===== src/rtl/stream_link_pkg.sv =====
// Shared types and sizing helpers for the stream_link traffic generator.
// The optional payload checker is enabled with STREAM_LINK_CHECK_EN.
package stream_link_pkg;

  localparam int DATA_W_DEFAULT = 8;

  typedef enum logic {S_WAIT, S_VALID} src_state_e;
  typedef enum logic {K_WAIT, K_READY} snk_state_e;

  // Idle counter width: enough for the larger delay, never below one bit.
  function automatic int cnt_width(input int delay_a, input int delay_b);
    int max_delay;
    int w;
    max_delay = (delay_a > delay_b) ? delay_a : delay_b;
    w = $clog2(max_delay + 1);
    return (w < 1) ? 1 : w;
  endfunction

endpackage


===== src/rtl/stream_link_sink.sv =====
// Sink side of the link: waits DELAY idle cycles, raises ready, captures the
// payload on a transfer and counts transfers; optional in-order checker.
module stream_link_sink
  import stream_link_pkg::*;
#(
  parameter int DELAY  = 2,
  parameter int DATA_W = DATA_W_DEFAULT,
  parameter int CNT_W  = 3
) (
  input  logic              clk_i,
  input  logic              rst_i,
  input  logic              valid_i,
  input  logic [DATA_W-1:0] data_i,
  output logic              ready_o,
  output logic [DATA_W-1:0] rx_data_o,
  output logic [15:0]       rx_cnt_o
`ifdef STREAM_LINK_CHECK_EN
  ,
  output logic              err_o
`endif
);

  snk_state_e        state_q;
  logic [CNT_W-1:0]  cnt_q;
  logic              ready_q;
  logic [DATA_W-1:0] rx_data_q;
  logic [15:0]       rx_cnt_q;
  logic              delay_done;
  logic              xfer;

  assign delay_done = (DELAY == 0) || (cnt_q == CNT_W'(DELAY - 1));
  assign xfer       = (state_q == K_READY) && valid_i;

  always_ff @(posedge clk_i) begin
    if (rst_i) begin
      state_q   <= K_WAIT;
      cnt_q     <= '0;
      ready_q   <= 1'b0;
      rx_data_q <= '0;
      rx_cnt_q  <= '0;
    end else begin
      case (state_q)
        K_WAIT: begin
          if (delay_done) begin
            state_q <= K_READY;
            ready_q <= 1'b1;
            cnt_q   <= '0;
          end else begin
            cnt_q <= cnt_q + CNT_W'(1);
          end
        end
        K_READY: begin
          if (xfer) begin
            rx_data_q <= data_i;
            rx_cnt_q  <= rx_cnt_q + 16'd1;
            cnt_q     <= '0;
            if (DELAY != 0) begin
              state_q <= K_WAIT;
              ready_q <= 1'b0;
            end
          end
        end
        default: state_q <= K_WAIT;
      endcase
    end
  end

`ifdef STREAM_LINK_CHECK_EN
  logic [DATA_W-1:0] exp_q;
  logic              err_q;

  // The first payload after reset is always 1, so the expectation starts there.
  always_ff @(posedge clk_i) begin
    if (rst_i) begin
      exp_q <= DATA_W'(1);
      err_q <= 1'b0;
    end else if (xfer) begin
      exp_q <= exp_q + DATA_W'(1);
      if (data_i != exp_q) err_q <= 1'b1;
    end
  end

  assign err_o = err_q;
`endif

  assign ready_o   = ready_q;
  assign rx_data_o = rx_data_q;
  assign rx_cnt_o  = rx_cnt_q;

endmodule


===== src/rtl/stream_link_source.sv =====
// Source side of the link: waits DELAY idle cycles, then offers the next
// value of an incrementing sequence and holds it until the sink accepts.
module stream_link_source
  import stream_link_pkg::*;
#(
  parameter int DELAY  = 4,
  parameter int DATA_W = DATA_W_DEFAULT,
  parameter int CNT_W  = 3
) (
  input  logic              clk_i,
  input  logic              rst_i,
  input  logic              ready_i,
  output logic              valid_o,
  output logic [DATA_W-1:0] data_o
);

  src_state_e        state_q;
  logic [CNT_W-1:0]  cnt_q;
  logic              valid_q;
  logic [DATA_W-1:0] data_q;
  logic              delay_done;

  assign delay_done = (DELAY == 0) || (cnt_q == CNT_W'(DELAY - 1));

  // NOTE: all state updates use <= so every register samples pre-edge values.
  always_ff @(posedge clk_i) begin
    if (rst_i) begin
      state_q <= S_WAIT;
      cnt_q   <= '0;
      valid_q <= 1'b0;
      data_q  <= '0;
    end else begin
      case (state_q)
        S_WAIT: begin
          if (delay_done) begin
            state_q <= S_VALID;
            valid_q <= 1'b1;
            data_q  <= data_q + DATA_W'(1);
            cnt_q   <= '0;
          end else begin
            cnt_q <= cnt_q + CNT_W'(1);
          end
        end
        S_VALID: begin
          if (ready_i) begin
            cnt_q <= '0;
            // With no idle delay the next offer starts on the transfer edge.
            if (DELAY == 0) begin
              data_q <= data_q + DATA_W'(1);
            end else begin
              state_q <= S_WAIT;
              valid_q <= 1'b0;
            end
          end
        end
        default: state_q <= S_WAIT;
      endcase
    end
  end

  assign valid_o = valid_q;
  assign data_o  = data_q;

endmodule


===== src/rtl/stream_link.sv =====
// Point-to-point valid/ready link with every link signal exported.
// Define STREAM_LINK_CHECK_EN to add the err_o payload-order checker.
module stream_link
  import stream_link_pkg::*;
#(
  parameter int DELAY_SOURCE = 4,
  parameter int DELAY_SINK   = 2,
  parameter int DATA_W       = DATA_W_DEFAULT
) (
  input  logic              clk_i,
  input  logic              rst_i,
  output logic              valid_o,
  output logic              ready_o,
  output logic [DATA_W-1:0] data_o,
  output logic [DATA_W-1:0] rx_data_o,
  output logic [15:0]       rx_cnt_o
`ifdef STREAM_LINK_CHECK_EN
  ,
  output logic              err_o
`endif
);

  localparam int CNT_W = cnt_width(DELAY_SOURCE, DELAY_SINK);

  logic              link_valid;
  logic              link_ready;
  logic [DATA_W-1:0] link_data;

  stream_link_source #(
    .DELAY (DELAY_SOURCE),
    .DATA_W(DATA_W),
    .CNT_W (CNT_W)
  ) u_source (
    .clk_i  (clk_i),
    .rst_i  (rst_i),
    .ready_i(link_ready),
    .valid_o(link_valid),
    .data_o (link_data)
  );

  stream_link_sink #(
    .DELAY (DELAY_SINK),
    .DATA_W(DATA_W),
    .CNT_W (CNT_W)
  ) u_sink (
    .clk_i    (clk_i),
    .rst_i    (rst_i),
    .valid_i  (link_valid),
    .data_i   (link_data),
    .ready_o  (link_ready),
    .rx_data_o(rx_data_o),
    .rx_cnt_o (rx_cnt_o)
`ifdef STREAM_LINK_CHECK_EN
    ,
    .err_o    (err_o)
`endif
  );

  assign valid_o = link_valid;
  assign ready_o = link_ready;
  assign data_o  = link_data;

endmodule


===== config.mk =====
export PLATFORM = sky130hd
export DESIGN_NAME = stream_link
export DESIGN_NICKNAME = d
export VERILOG_FILES = /design/src/rtl/stream_link_pkg.sv /design/src/rtl/stream_link_sink.sv /design/src/rtl/stream_link_source.sv /design/src/rtl/stream_link.sv
export SDC_FILE = /design/constraint.sdc
export NUM_CORES = 1
export LEC_CHECK = 0
export ABC_AREA = 1
export CORE_MARGIN = 1
export CORE_UTILIZATION = 35
export CTS_BUF_LIST = sky130_fd_sc_hd__clkbuf_16
export DETAILED_ROUTE_END_ITERATION = 8
export PLACE_DENSITY = 0.61
export SYNTH_ARGS = -nofsm -noshare
export SYNTH_HDL_FRONTEND = slang
export SYNTH_SLANG_ARGS = --single-unit

===== constraint.sdc =====
create_clock -name clk_i -period 1.97 [get_ports clk_i]
set_input_delay 0.2955 -clock clk_i [delete_from_list [all_inputs] [get_ports clk_i]]
set_output_delay 0.2955 -clock clk_i [all_outputs]
set_load 0.005 [all_outputs]

==> Yosys cells after proc, flatten, opt, wreduce, memory -nomap -nowiden <==
Cells that the tools add are included.
{ "classes": {"muxes": 18, "add_sub_neg": 4, "reduce_logical": 5, "eq_ne": 6, "bitwise_logic": 2} }
{ "ops": {"columns": ["op", "n"], "rows": [
  ["16-bit by 1-bit adder with 16-bit output, second input constant", 1],
  ["3-bit two-way mux", 4],
  ["3-bit one-hot mux with 2 select lines", 2],
  ["8-bit by 1-bit adder with 8-bit output, second input constant", 1],
  ["1-bit two-way mux", 8],
  ["1-bit one-hot mux with 2 select lines", 4],
  ["2-bit AND reduction", 4],
  ["3-bit by 1-bit adder with 3-bit output, second input constant", 2],
  ["2-bit by 1-bit != test with 1-bit output, second input constant", 3],
  ["3-bit by 1-bit == test with 1-bit output, second input constant", 1],
  ["3-bit by 2-bit == test with 1-bit output, second input constant", 1],
  ["2-bit != test, second input constant", 1],
  ["1-bit NOT", 2],
  ["1-bit logical AND", 1]
]} }
{ "totals": {"elab_cells": 44, "out_inout_bits": 34, "ff_bits": 42, "input_bits": 2} }

==> Logic depth before layout (Yosys ltp) <==
{ "logic_depth": {"depth_word": 3, "mapped_depth": 7, "ltp_nobuf": 7} }

==> Cells and area by module <==
Synthesis repeated with hierarchy kept, for this count alone.
{ "unflattened": {"cells_unflattened": 268, "hier_area_um2": 1904.3} }
{ "by_module_without_submodules": {"columns": ["mod", "cells_per_inst", "n_inst", "area_each_um2", "seq_area_each_um2"], "rows": [
  ["stream_link_sink", 182, 1, 1285.0, 580.6],
  ["stream_link_source", 86, 1, 619.3, 260.2]
]} }

==> Least setup slack after synthesis <==
No wires, ideal clock.
{ "synth_path": {"kind": "register to register", "startpoint": "reg u_sink.rx_cnt_q[0] (netlist: u_sink.rx_cnt_o[0])", "endpoint": "reg u_sink.rx_cnt_q[8] (netlist: u_sink.rx_cnt_o[8])", "path_buffers": 0, "required_ns": 1.857, "slack_ns": 0.778, "setup_time_ns": 0.113, "t_arrival_ns": 1.078, "synth_period_minus_slack_ns": 1.192, "path_stages_with_launch": 7, "cell_sequence": "dfxtp_1 -> ha_1 -> nand3_2 -> nor3_2 -> nand2_1 -> o21ai_1 -> nor2_1"} }
{ "synth_between": {"elab_chain_cells": 1} }
{ "synth_lines": {"columns": ["item", "line_no", "rtl"], "rows": [
  ["start: declaration", "stream_link_sink.sv:27", "logic [15:0] rx_cnt_q;"],
  ["start signal: assignment", "stream_link_sink.sv:55", "rx_cnt_q <= rx_cnt_q + 16'd1;"],
  ["16-bit by 1-bit adder with 16-bit output", "stream_link_sink.sv:55", null]
]} }
No other way between the ends.
A chain may end at the register's enable or synchronous reset.

==> Worst setup path after layout <==
{ "layout_path": {"startpoint": "reg u_source.data_q[2] (netlist: u_source.data_o[2])", "endpoint": "out data_o[2]"} }
{ "layout_rtl": {"columns": ["item", "line_no", "rtl"], "rows": [
  ["start: declaration", "stream_link_source.sv:20", "logic [DATA_W-1:0] data_q;"],
  ["start signal: assignment", "stream_link_source.sv:38", "data_q <= data_q + DATA_W'(1);"],
  ["start signal: assignment", "stream_link_source.sv:49", "data_q <= data_q + DATA_W'(1);"],
  ["end: declaration", "stream_link.sv:14", "output logic [DATA_W-1:0] data_o,"]
]} }
No word-level cell between the ends.

==> flow_summary_export.csv <==
group,metric,value,unit
sta,max_freq,647,MHz
sta,skew,5.02,ps
synth,syn_nets,254,
finish,drive_gt1_share,6.23,%
clock_network,cts_root_buf,"clkbuf_16",
global_routing,first_global_vias,1463,
placement,place_congestion,0.788,
sta,rsz0062_at_grt,"false",
clock_network,clock_latency,280,ps
routing,drt_iter0_drc,84,
synth,ys_async_sr_fraction,0,%
critical_path,critPathRequiredTime,1670,ps
synth,yosysWarnings,0,
finish,antenna-diode-count,0,
routing,first_pass_iters,4,
critical_path,critPathTopFamily,"buffers and inverters",
clock_network,cts_hold_buffers,0,
critical_path,path_cells,"clkdlybuf4s50_1",
synth,synth_seq_cells,42,
critical_path,startpoint_type,"register",
floorplan,fp.coreArea,5070,sq um
critical_path,crit_start,"u_source.data_o[2]",
power_and_ir_drop,clkPwrFrac,40.1,%
synth,ys_seq_area_share,45.7,%
power_and_ir_drop,p_sw_share,23.6,%
global_routing,grt.total_usage,15.2,%
floorplan,rows,26,
sta,slew-limit-headroom,82.2,%
floorplan,fp.dieW,74.5,um
sta,worst_slack,425,ps
synth,synth_top_area_cell,"dfxtp_1",
global_routing,antenna_found_initial,0,
synth,synthCells,249,
power_and_ir_drop,irDropWorstVdd,475,uV
critical_path,path_max_fanout,6,
sta,setup_tns,0,ps
power_and_ir_drop,power.density,779,nW/um^2
clock_network,clkTransAtPathRegs,60,ps
routing,drt_drc_violations_left,0,
synth,synth-edff-count,0,
clock_network,cts_max_level,2,
synth,syn_avg_cell_area,7.39,sq um
power_and_ir_drop,p_seq_share,50.2,%
critical_path,cp.arrival,1250,ps
synth,synth_area_leaders,"dfxtp_1 (46%), nand2_1 (11%), nor2_1 (7.5%)",
clock_network,cts_tree,"done",
global_routing,gr-total-overflow,0,
placement,io_buffers,35,
global_routing,grt_pass1_wl,6470,um
sta,final-max-slew-violation-count,0,
power_and_ir_drop,power,1.87,mW
hold_path,worstHoldStart,"u_source.cnt_q[2]",
synth,synth_top_area_share,45.7,%
flow_run,maxCapViolations,0,
critical_path,slowest_stage,"clkdlybuf4s50_1",
critical_path,critical_path_class,"register to primary output",
clock_network,clock_path_buffers,2,
routing,drt-wirelength-per-cell,10.4,um
global_routing,grt_max_degree,28,
sta,period_needed,1550,ps
sta,hold_viol,0,
floorplan,die-area,5550,sq um
finish,area_growth,30.6,%
floorplan,ios,36,
power_and_ir_drop,p_int,1.43,mW
synth,post_synth_num_cell_types,29,
sta,worst_pin_slew,266,ps
routing,vias,1645,
clock_network,cts_resized,0,
routing,routed_wl,3750,um
hold_path,min_path_type,"register to register",
critical_path,end_kind,"primary output",
critical_path,slowest_delay,540,ps
clock_network,numClockSinks,42,
clock_network,cts_buffers,5,
critical_path,worst-path-buf-inv,1,
finish,fin_nets,294,
clock_network,post-cts-setup-buffer-count,0,
placement,dp_hpwl,2590,um
synth,synthesis.area,1840,sq um
sta,finalSetupViolCount,0,
routing,ant_nets,0,
routing,via_per_inst,4.58,
floorplan,fp.dieH,74.5,um
power_and_ir_drop,switching_power,441,uW
placement,pre_cts_ws,569,ps
synth,synth_top_flop_cell,"dfxtp_1",
critical_path,r2r_start,"u_sink.rx_cnt_o[1]",
power_and_ir_drop,power.leakage,0.984,nW
power_and_ir_drop,pwr-share-comb,9.7,%
floorplan,start_util,36.3,%
sta,fin_crit_sh,78.4,%
outcome,status,"completed",
[synthesized netlist by cell type (2+ instances only)]
library cell   n
a21oi_1       24
dfxtp_1       42
ha_1           3
inv_1         31
nand2_1       55
nand3_1        7
nand3_2        2
nand4_1        6
nor2_1        37
nor2_2         2
nor3_1         3
o21ai_0       14
o21ai_1        3
xor2_1         5
[worst reg2reg max path: cells and delay by family, from the launching register on]
family	cells	cell delay (ps)
AO/OA/AOI/OAI	1	140
adder cells (fa/ha/maj)	1	190
AND/OR/NAND/NOR	4	530
flip-flops	1	400
[final cells by class]
class | instances | area, sq um
sequential | 42 | 841
timing repair buffer | 37 | 365
inverter | 33 | 124
clock buffer | 5 | 125
fill | 510 | 2670
clock inverter | 2 | 7.51
tap | 70 | 87.6
multi-input combinational | 170 | 853
[logic make-up (layout without fill, tap and decap cells)]
| group | after synthesis | after routing | synth area share, % |
|---|---|---|---|
| AO/OA/AOI/OAI | 43 | 43 | 11.9 |
| XOR/XNOR | 5 | 5 | 2.38 |
| adder cells (fa/ha/maj) | 3 | 3 | 2.04 |
| buffers and inverters | 37 | 77 | 7.95 |
| flip-flops | 42 | 42 | 45.7 |
| AND/OR/NAND/NOR | 119 | 119 | 30.0 |
[flip-flops by register name (all words and copies together), names as in the netlist]
| register | count |
|---|---|
| u_sink.rx_cnt_o | 16 |
| u_sink.rx_data_o | 8 |
| u_source.data_o | 8 |
| u_sink.cnt_q | 3 |
| u_source.cnt_q | 3 |
| u_sink.ready_o | 1 |
| u_sink.state_q | 1 |
| u_source.state_q | 1 |
| u_source.valid_o | 1 |
[placed cells by master (no fill, tap or decap)]
cell              n
nor2_1           37
clkdlybuf4s50_1  35
nand3_2           2
nand2_2           1
nor2_8            1
nor2_2            2
ha_1              3
o21bai_1          1
o21ai_1           3
nor3_1            3
nor3_2            1
buf_4             2
nand2_4           1
inv_2             1
nand3_4           1
nand3_1           7
a21oi_1          24
nand4_1           6
nor3_4            1
inv_1            33
and3_1            1
clkinv_1          1
xor2_1            5
dfxtp_1          42
a31oi_1           1
o21ai_0          14
nand2_1          55
clkbuf_16         5
[power groups by stage]
stage	sequential (mW)	combinational, mW	clock (mW)
4_1_cts	0.940	0.183	0.777
5_1_grt	0.947	0.206	0.809
2_1_floorplan	0.950	0.118	0
3_5_place_dp	0.957	0.179	0
6_report	0.940	0.181	0.751
3_3_place_gp	0.958	0.177	0
[layer usage]
layer | routed length [um] | global-route usage (%)
met3 | 190 | 5.01
met2 | 1680 | 24.9
met5 | 0 | 0
met4 | 32 | 3.98
met1 | 1850 | 19.3
[final timing paths]
path | end | slack (ps) | cells past startpoint
worst min-delay path | u_source.cnt_q[2] | 460 | 2
worst max-delay path | data_o[2] | 420 | 1
worst min register to register | u_source.cnt_q[2] | 460 | 2
worst max register to register | u_sink.rx_cnt_o[8] | 610 | 6
[stage by stage]
step	cell area (sq um)	hold slack (ps)	instances	utilization, %
after detailed placement	2270	454	352	44.7
after floorplan	1840	373	249	-
after global placement	2270	450	352	44.7
after global routing	2400	498	359	47.4
final	2400	458	359	47.4
after CTS	2400	462	359	47.4
No activity file was read; power rests on OpenSTA's default activity.
